File: config.mk
export PLATFORM = sky130hd
export DESIGN_NAME = mem_bus_arbiter_flat
export DESIGN_NICKNAME = d
export VERILOG_FILES = /design/src/rtl/mem_bus_arbiter_if.sv /design/src/rtl/mem_bus_arbiter.sv /design/src/flat_wrapper.sv
export SDC_FILE = /design/constraint.sdc
export NUM_CORES = 1
export LEC_CHECK = 0
export BUFFER_PORTS_ARGS = -buffer_cell sky130_fd_sc_hd__buf_2
export CAP_MARGIN = 20
export CORE_MARGIN = 5
export CORE_UTILIZATION = 40
export DETAILED_ROUTE_END_ITERATION = 16
export PLACE_DENSITY = 0.81
export SETUP_SLACK_MARGIN = 0.02
export SLEW_MARGIN = 30
export SYNTH_ARGS = -nofsm -noshare
export SYNTH_HDL_FRONTEND = slang
export SYNTH_SLANG_ARGS = --single-unit
File: constraint.sdc
create_clock -name i_clk -period 3.1 [get_ports i_clk]
set_clock_uncertainty 0.05 [all_clocks]
set_input_delay 0.31 -clock i_clk [delete_from_list [all_inputs] [get_ports i_clk]]
set_output_delay 0.31 -clock i_clk [all_outputs]
set_load 0.03 [all_outputs]
File: src/rtl/mem_bus_arbiter_if.sv
// Bundle of both requester ports and the RAM-side bus of mem_bus_arbiter.
// The arbiter connects through the slave modport; requesters and RAM use master.
interface mem_bus_arbiter_if #(
  parameter int AW = 16,
  parameter int DW = 16
);
  logic          p0_req;
  logic          p0_we;
  logic [AW-1:0] p0_addr;
  logic [DW-1:0] p0_wdata;
  logic          p0_gnt;
  logic          p0_rvalid;
  logic [DW-1:0] p0_rdata;

  logic          p1_req;
  logic          p1_we;
  logic [AW-1:0] p1_addr;
  logic [DW-1:0] p1_wdata;
  logic          p1_gnt;
  logic          p1_rvalid;
  logic [DW-1:0] p1_rdata;

  logic [AW-1:0] mem_addr;
  logic [DW-1:0] mem_wdata;
  logic          mem_we;
  logic [DW-1:0] mem_rdata;

  modport master (
    output p0_req, p0_we, p0_addr, p0_wdata,
    input  p0_gnt, p0_rvalid, p0_rdata,
    output p1_req, p1_we, p1_addr, p1_wdata,
    input  p1_gnt, p1_rvalid, p1_rdata,
    input  mem_addr, mem_wdata, mem_we,
    output mem_rdata
  );

  modport slave (
    input  p0_req, p0_we, p0_addr, p0_wdata,
    output p0_gnt, p0_rvalid, p0_rdata,
    input  p1_req, p1_we, p1_addr, p1_wdata,
    output p1_gnt, p1_rvalid, p1_rdata,
    output mem_addr, mem_wdata, mem_we,
    input  mem_rdata
  );
endinterface

File: src/rtl/mem_bus_arbiter.sv
// Two-port arbiter sharing one single-port synchronous RAM (port 0 = CPU, port 1 = I/O/DMA).
// Define MEM_ARB_RR_EN for round-robin; otherwise fixed priority with MAX_WAIT starvation bound.
module mem_bus_arbiter #(
  parameter int AW       = 16,
  parameter int DW       = 16,
  parameter int MAX_WAIT = 8
) (
  input  logic             i_clk,
  input  logic             i_rst_n,
  mem_bus_arbiter_if.slave bus
);

  typedef enum logic [1:0] {
    ST_IDLE   = 2'd0,
    ST_ACCESS = 2'd1,
    ST_RDWAIT = 2'd2
  } state_t;

  state_t        r_state;
  logic [1:0]    r_gnt;
  logic [1:0]    r_rvalid;
  logic [DW-1:0] r_rdata [2];
  logic          r_owner;
  logic [AW-1:0] r_mem_addr;
  logic [DW-1:0] r_mem_wdata;
  logic          r_mem_we;

  logic [1:0]    w_req;
  logic          w_we    [2];
  logic [AW-1:0] w_addr  [2];
  logic [DW-1:0] w_wdata [2];
  logic          w_winner;

  assign w_req      = {bus.p1_req, bus.p0_req};
  assign w_we[0]    = bus.p0_we;
  assign w_we[1]    = bus.p1_we;
  assign w_addr[0]  = bus.p0_addr;
  assign w_addr[1]  = bus.p1_addr;
  assign w_wdata[0] = bus.p0_wdata;
  assign w_wdata[1] = bus.p1_wdata;

`ifdef MEM_ARB_RR_EN
  logic r_last_winner;

  // On a tie the port that did not win last time goes first.
  always_comb begin
    w_winner = w_req[1];
    if (&w_req) begin
      w_winner = ~r_last_winner;
    end
  end
`else
  localparam int WCW = (MAX_WAIT < 1) ? 1 : $clog2(MAX_WAIT + 1);

  logic [WCW-1:0] r_wait_cnt;

  // Port 0 wins unless port 1 has been held off long enough to be forced through.
  always_comb begin
    w_winner = w_req[1] && (!w_req[0] || (r_wait_cnt == WCW'(MAX_WAIT)));
  end

  always_ff @(posedge i_clk) begin
    if (!i_rst_n) begin
      r_wait_cnt <= '0;
    end else if (r_gnt[1]) begin
      r_wait_cnt <= '0;
    end else if (w_req[1] && (r_wait_cnt != WCW'(MAX_WAIT))) begin
      r_wait_cnt <= r_wait_cnt + WCW'(1);
    end
  end
`endif

  always_ff @(posedge i_clk) begin
    if (!i_rst_n) begin
      r_state     <= ST_IDLE;
      r_gnt       <= '0;
      r_rvalid    <= '0;
      r_rdata[0]  <= '0;
      r_rdata[1]  <= '0;
      r_owner     <= 1'b0;
      r_mem_addr  <= '0;
      r_mem_wdata <= '0;
      r_mem_we    <= 1'b0;
`ifdef MEM_ARB_RR_EN
      r_last_winner <= 1'b1;
`endif
    end else begin
      r_gnt    <= '0;
      r_rvalid <= '0;
      case (r_state)
        ST_IDLE: begin
          if (|w_req) begin
            r_owner         <= w_winner;
            r_mem_addr      <= w_addr[w_winner];
            r_mem_wdata     <= w_wdata[w_winner];
            r_mem_we        <= w_we[w_winner];
            r_gnt[w_winner] <= 1'b1;
            r_state         <= ST_ACCESS;
`ifdef MEM_ARB_RR_EN
            r_last_winner   <= w_winner;
`endif
          end
        end
        ST_ACCESS: begin
          r_mem_we <= 1'b0;
          r_state  <= r_mem_we ? ST_IDLE : ST_RDWAIT;
        end
        ST_RDWAIT: begin
          // RAM output is valid now, one cycle after the address went out.
          r_rdata[r_owner]  <= bus.mem_rdata;
          r_rvalid[r_owner] <= 1'b1;
          r_state           <= ST_IDLE;
        end
        default: r_state <= ST_IDLE;
      endcase
    end
  end

  assign bus.p0_gnt    = r_gnt[0];
  assign bus.p1_gnt    = r_gnt[1];
  assign bus.p0_rvalid = r_rvalid[0];
  assign bus.p1_rvalid = r_rvalid[1];
  assign bus.p0_rdata  = r_rdata[0];
  assign bus.p1_rdata  = r_rdata[1];
  assign bus.mem_addr  = r_mem_addr;
  assign bus.mem_wdata = r_mem_wdata;
  assign bus.mem_we    = r_mem_we;

endmodule
File: src/flat_wrapper.sv
// flat-port wrapper written by rule: the top's interface ports become plain ports
module mem_bus_arbiter_flat 
#(
  parameter int AW       = 16,
  parameter int DW       = 16,
  parameter int MAX_WAIT = 8
)
  (i_clk, i_rst_n, bus_p0_req, bus_p0_we, bus_p0_addr, bus_p0_wdata, bus_p0_gnt, bus_p0_rvalid, bus_p0_rdata, bus_p1_req, bus_p1_we, bus_p1_addr, bus_p1_wdata, bus_p1_gnt, bus_p1_rvalid, bus_p1_rdata, bus_mem_addr, bus_mem_wdata, bus_mem_we, bus_mem_rdata);
  mem_bus_arbiter_if #(.AW(AW), .DW(DW)) bus_i ();
  input  logic i_clk;
  input  logic i_rst_n;
  input wire logic [$bits(bus_i.p0_req)-1:0] bus_p0_req;
  input wire logic [$bits(bus_i.p0_we)-1:0] bus_p0_we;
  input wire logic [$bits(bus_i.p0_addr)-1:0] bus_p0_addr;
  input wire logic [$bits(bus_i.p0_wdata)-1:0] bus_p0_wdata;
  output wire logic [$bits(bus_i.p0_gnt)-1:0] bus_p0_gnt;
  output wire logic [$bits(bus_i.p0_rvalid)-1:0] bus_p0_rvalid;
  output wire logic [$bits(bus_i.p0_rdata)-1:0] bus_p0_rdata;
  input wire logic [$bits(bus_i.p1_req)-1:0] bus_p1_req;
  input wire logic [$bits(bus_i.p1_we)-1:0] bus_p1_we;
  input wire logic [$bits(bus_i.p1_addr)-1:0] bus_p1_addr;
  input wire logic [$bits(bus_i.p1_wdata)-1:0] bus_p1_wdata;
  output wire logic [$bits(bus_i.p1_gnt)-1:0] bus_p1_gnt;
  output wire logic [$bits(bus_i.p1_rvalid)-1:0] bus_p1_rvalid;
  output wire logic [$bits(bus_i.p1_rdata)-1:0] bus_p1_rdata;
  output wire logic [$bits(bus_i.mem_addr)-1:0] bus_mem_addr;
  output wire logic [$bits(bus_i.mem_wdata)-1:0] bus_mem_wdata;
  output wire logic [$bits(bus_i.mem_we)-1:0] bus_mem_we;
  input wire logic [$bits(bus_i.mem_rdata)-1:0] bus_mem_rdata;
  assign bus_i.p0_req = bus_p0_req;
  assign bus_i.p0_we = bus_p0_we;
  assign bus_i.p0_addr = bus_p0_addr;
  assign bus_i.p0_wdata = bus_p0_wdata;
  assign bus_p0_gnt = bus_i.p0_gnt;
  assign bus_p0_rvalid = bus_i.p0_rvalid;
  assign bus_p0_rdata = bus_i.p0_rdata;
  assign bus_i.p1_req = bus_p1_req;
  assign bus_i.p1_we = bus_p1_we;
  assign bus_i.p1_addr = bus_p1_addr;
  assign bus_i.p1_wdata = bus_p1_wdata;
  assign bus_p1_gnt = bus_i.p1_gnt;
  assign bus_p1_rvalid = bus_i.p1_rvalid;
  assign bus_p1_rdata = bus_i.p1_rdata;
  assign bus_mem_addr = bus_i.mem_addr;
  assign bus_mem_wdata = bus_i.mem_wdata;
  assign bus_mem_we = bus_i.mem_we;
  assign bus_i.mem_rdata = bus_mem_rdata;
  mem_bus_arbiter #(.AW(AW), .DW(DW), .MAX_WAIT(MAX_WAIT)) u_core (.i_clk(i_clk), .i_rst_n(i_rst_n), .bus(bus_i));
endmodule
# Word-level counts from Yosys, hierarchy flattened
# Memories as Yosys holds them, arrays and structs flattened.
# Index checks and enable logic that the tools add are counted.
[totals]
mem_bits_ro = 0
inputBits = 86
ff_bits = 44
latch_bits = 0
ramBits = 32
out_inout_bits = 69
n_memories = 1
elab_cells = 62
[memory_table]
columns = ["name", "words", "word_bits", "rd", "rd_ports_with_merged_regs", "write_ports", "line", "source"]
rows = [
  ["u_core.r_rdata", 2, 16, 2, 0, 2, "mem_bus_arbiter.sv:22", "logic [DW-1:0] r_rdata [2];"],
]
[classes]
n_mux = 25
div = 0
shift = 0
n_eq_ne = 5
n_mul = 0
bitwise = 2
reduce_logical = 15
order_cmp = 5
addsub = 1
[op_table]
columns = ["op", "n"]
rows = [
  ["16-bit 2-to-1 mux", 7],
  ["16-bit OR reduction", 1],
  ["1-bit 2-to-1 mux", 12],
  ["2-bit AND reduction", 3],
  ["4-bit by 1-bit adder with 4-bit output, second input constant", 1],
  ["4-bit == test, second input constant", 1],
  ["1-bit logical AND", 4],
  ["1-bit by 2-bit less-than comparator with 1-bit output, second input constant", 2],
  ["2-bit 2-to-1 mux", 2],
  ["4-bit != test, second input constant", 1],
  ["2-bit case mux with 2 select lines", 1],
  ["2-bit OR reduction", 2],
  ["3-bit AND reduction", 1],
  ["1-bit demux with 1-bit select", 2],
  ["2-bit by 1-bit == test with 1-bit output, second input constant", 1],
  ["2-bit == test, second input constant", 1],
  ["1-bit greater-or-equal comparator, second input constant", 2],
  ["2-bit greater-or-equal comparator, second input constant", 1],
  ["2-bit logical NOT", 1],
  ["2-bit by 1-bit != test with 1-bit output, second input constant", 1],
  ["1-bit NOT with 2-bit output", 1],
  ["1-bit case mux with 2 select lines", 1],
  ["2-bit nonzero test", 1],
  ["1-bit logical NOT", 1],
  ["other kinds (2)", 2],
]

# Longest topological paths before layout
[depth]
depth_word = 9
depth_mapped = 8
depth_no_buf = 6

# Worst setup path before layout
# OpenSTA, ideal clock, no wires.
[synth_path]
kind = "reg-to-reg"
startpoint = "reg u_core.r_state[0]"
endpoint = "mem u_core.r_rdata[0][0] (enable)"
setup_slack_ns = 0.861
arrival_time_ns = 1.778
path_buffers = 0
synth_period_minus_slack_ns = 2.239
setup_ns = 0.411
stages_incl_launch_ff = 4
required_ns = 2.639
cell_sequence = "dfxtp_1 -> and2b_1 -> nand2_1 -> o21ai_0"
[synth_rtl]
columns = ["item", "line", "source"]
rows = [
  ["from (decl)", "mem_bus_arbiter.sv:19", "state_t r_state;"],
  ["from (signal assigned)", "mem_bus_arbiter.sv:106", "r_state <= r_mem_we ? ST_IDLE : ST_RDWAIT;"],
  ["to (decl)", "mem_bus_arbiter.sv:22", ""],
]

==> flow_metrics.tcl <==
set metrics [dict create \
    status "complete, no violations" \
    holdCritPathClass "in2reg" \
    worst_pin_slew_ns 0.7843 \
    multi_input_area_sq_um 1050 \
    slew_violations 0 \
    syn_to_final_growth_pct 34.43 \
    syn_area_per_cell_sq_um 11.68 \
    ys_seq_elements 76 \
    worstRegToRegCells 3 \
    syn_inst 257 \
    top_level_ports 155 \
    critPathKind "reg2reg" \
    rsz0062_at_grt "false" \
    grt_pass1_wl_mm 11.56 \
    synth_cell_type_count 31 \
    route.detailed.drc 0 \
    ys_warn_count 0 \
    antenna_found_initial 0 \
    final_common_cell "buf_2" \
    r2r-start "u_core.r_state[0]$_SDFFE_PN0P_" \
    drive_gt1_share_pct 42.11 \
    critPathMaxFanout 18 \
    dp_hpwl_mm 5.461 \
    routed_wl_mm 7.034 \
    whs_path_depth 3 \
    cts.clk_slew.worst_paths_ns 0.08 \
    gp_congestion 0.7950 \
    cap_violations 0 \
    dr.pass1.iters 4 \
    cts.path.max_buffers 2 \
    startpoint "u_core.r_state[0]$_SDFFE_PN0P_" \
    max_freq_ghz 0.4800 \
    synth-edff-count 32 \
    drt_iter0_markers 64 \
    min_to "u_core.bus.mem_addr[15]$_SDFFE_PN0P_" \
    fp.dieArea_sq_um 9336 \
    placementRows 31 \
    grt_overflow 0 \
    critical_path_arrival_ns 2.01 \
    chipWidth_um 96.63 \
    cts_resized 0 \
    syn-num-nets 345 \
    vias_per_cell 4.532 \
    cts_tree "done" \
    syn-cell-area_sq_um 3002 \
    core_sq_um 7292 \
    start_util_pct 41.16 \
    wl_per_cell_um 13.61 \
    hold_viol 0 \
    diodes 0 \
    finalSetupViolCount 0 \
    end_kind "register" \
    powerDensity_nw_per_um2 558.8 \
    period_needed_ns 2.083 \
    fin_nets 501 \
    cts-buffers-inserted 9 \
    n_fill_cell 677 \
    hp-start "bus_p0_addr[15]" \
    synthFlopType "dfxtp_1" \
    startpoint_type "register" \
    port_buffers 154 \
    vias 2343 \
    rrSetupSlack_ns 1.02 \
    grt.total_usage_pct 15.31 \
    r2r_end "u_core.r_rdata[1][10]$_SDFFCE_PN0P_" \
    cts_setup_buffers 0 \
    cts_root_buffer "clkbuf_8" \
    fin_cells 517 \
    post-route-util_pct 55.34 \
    clk-insertion-delay-late_ns 0.34 \
    power.leakage_uw 0.001912 \
    grt_max_degree 26 \
    cts_sinks 76 \
    seq_area_sq_um 1842 \
    die_height_um 96.63 \
    h-tree-depth 3 \
    grt_pass1_vias 2402 \
    slew_headroom_pct 47.52 \
    required_ns 3.02 \
    drtAntennaViolNets 0 \
    holdBufCountCts 0 \
    dp.cells 501 \
    synth_async_sr_flop_share_pct 0 \
    irDropWorstVdd_v 0.0002046 \
    seq_area_frac_synth_pct 61.36 \
    layout_common_cells "buf_2, dfxtp_1, nand2_1" \
    tns_ns 0 \
    fin_crit_sh_pct 67.20 \
]
where the power goes:
part,internal (uW),leakage (uW),switching [uW]
Sequential,1110,0.000693,31.1
Clock,368,0.000103,356
Combinational,135,0.00112,255
state kept, by name, indices dropped and copies added (netlist names):
| signal | cells |
|---|---|
| u_core.r_rvalid | 2 |
| u_core.r_state | 2 |
| u_core.r_wait_cnt | 4 |
| u_core.r_gnt | 2 |
| u_core.bus.mem_addr | 16 |
| u_core.r_owner | 1 |
| u_core.r_rdata | 32 |
| u_core.bus.mem_wdata | 16 |
| u_core.bus.mem_we | 1 |
Yosys cell counts, drive strengths merged, types with 2 or more instances:
cell type	number	area share [%]
a21oi	2	0.33
and2	32	6.7
and3	2	0.42
buf	8	2.8
clkbuf	5	0.63
dfxtp	44	29
edfxtp	32	32
ha	2	0.83
inv	4	0.50
mux2i	33	11
nand2	36	4.5
nand2b	2	0.42
nand3	2	0.33
nor2	8	1.0
o21ai	33	5.5
xor2	2	0.58
worst max-delay path by stage:
stage / end / cells past startpoint
floorplan: u_core.r_rdata[0][0]$_SDFFCE_PN0P_ / 3
global placement: u_core.r_rdata[1][13]$_SDFFCE_PN0P_ / 4
detailed placement: u_core.r_rdata[1][8]$_SDFFCE_PN0P_ / 4
CTS: u_core.r_rdata[1][9]$_SDFFCE_PN0P_ / 3
global route: u_core.r_rdata[1][10]$_SDFFCE_PN0P_ / 3
finish: u_core.r_rdata[1][10]$_SDFFCE_PN0P_ / 3
through the flow:
stage,power (uW),hold WS [ns],setup slack (ns),instance area [sq um]
global placement,1549,0.3842,0.9618,3844
finish,2255,0.1727,1.017,4035
floorplan,1410,0.3977,0.8609,3002
global route,2370,0.1693,0.8255,4035
detailed placement,1559,0.3877,0.8987,3844
CTS,2284,0.1581,0.9635,4035
kinds of logic (layout without fill, tap and decap cells):
kind of cell / after synthesis / count (layout) / share of synthesized area (%)
compound gates: 40 / 40 / 7.253
xor+xnor: 3 / 3 / 0.8755
fa+ha+maj: 2 / 2 / 0.8335
buf+inv: 17 / 178 / 3.918
flops: 76 / 76 / 61.36
mux: 33 / 33 / 11.00
simple gates: 86 / 86 / 14.76
worst max-delay path, cell delays in order, from the launching register on:
cell and delay (ns):
dfxtp_1 0.34, and2b_1 0.24, and3_1 0.45, nand2b_1 0.63
final cells by class:
class	count	area share [%]
Sequential cell	76	45.64
Multi-Input combinational cell	164	26.02
Timing Repair Buffer	158	20.16
Clock buffer	9	3.070
Tap cell	99	3.070
Clock inverter	7	1.674
Inverter	4	0.3721
layer usage:
metal	GRT usage, %	wire (um)	vias up
met5	0	0	-
met3	6.835	720	8
li1	-	-	1192
met4	5.832	103	0
met2	25.16	3343	122
met1	17.48	2866	1021
(Power assumes the default switching activity.)
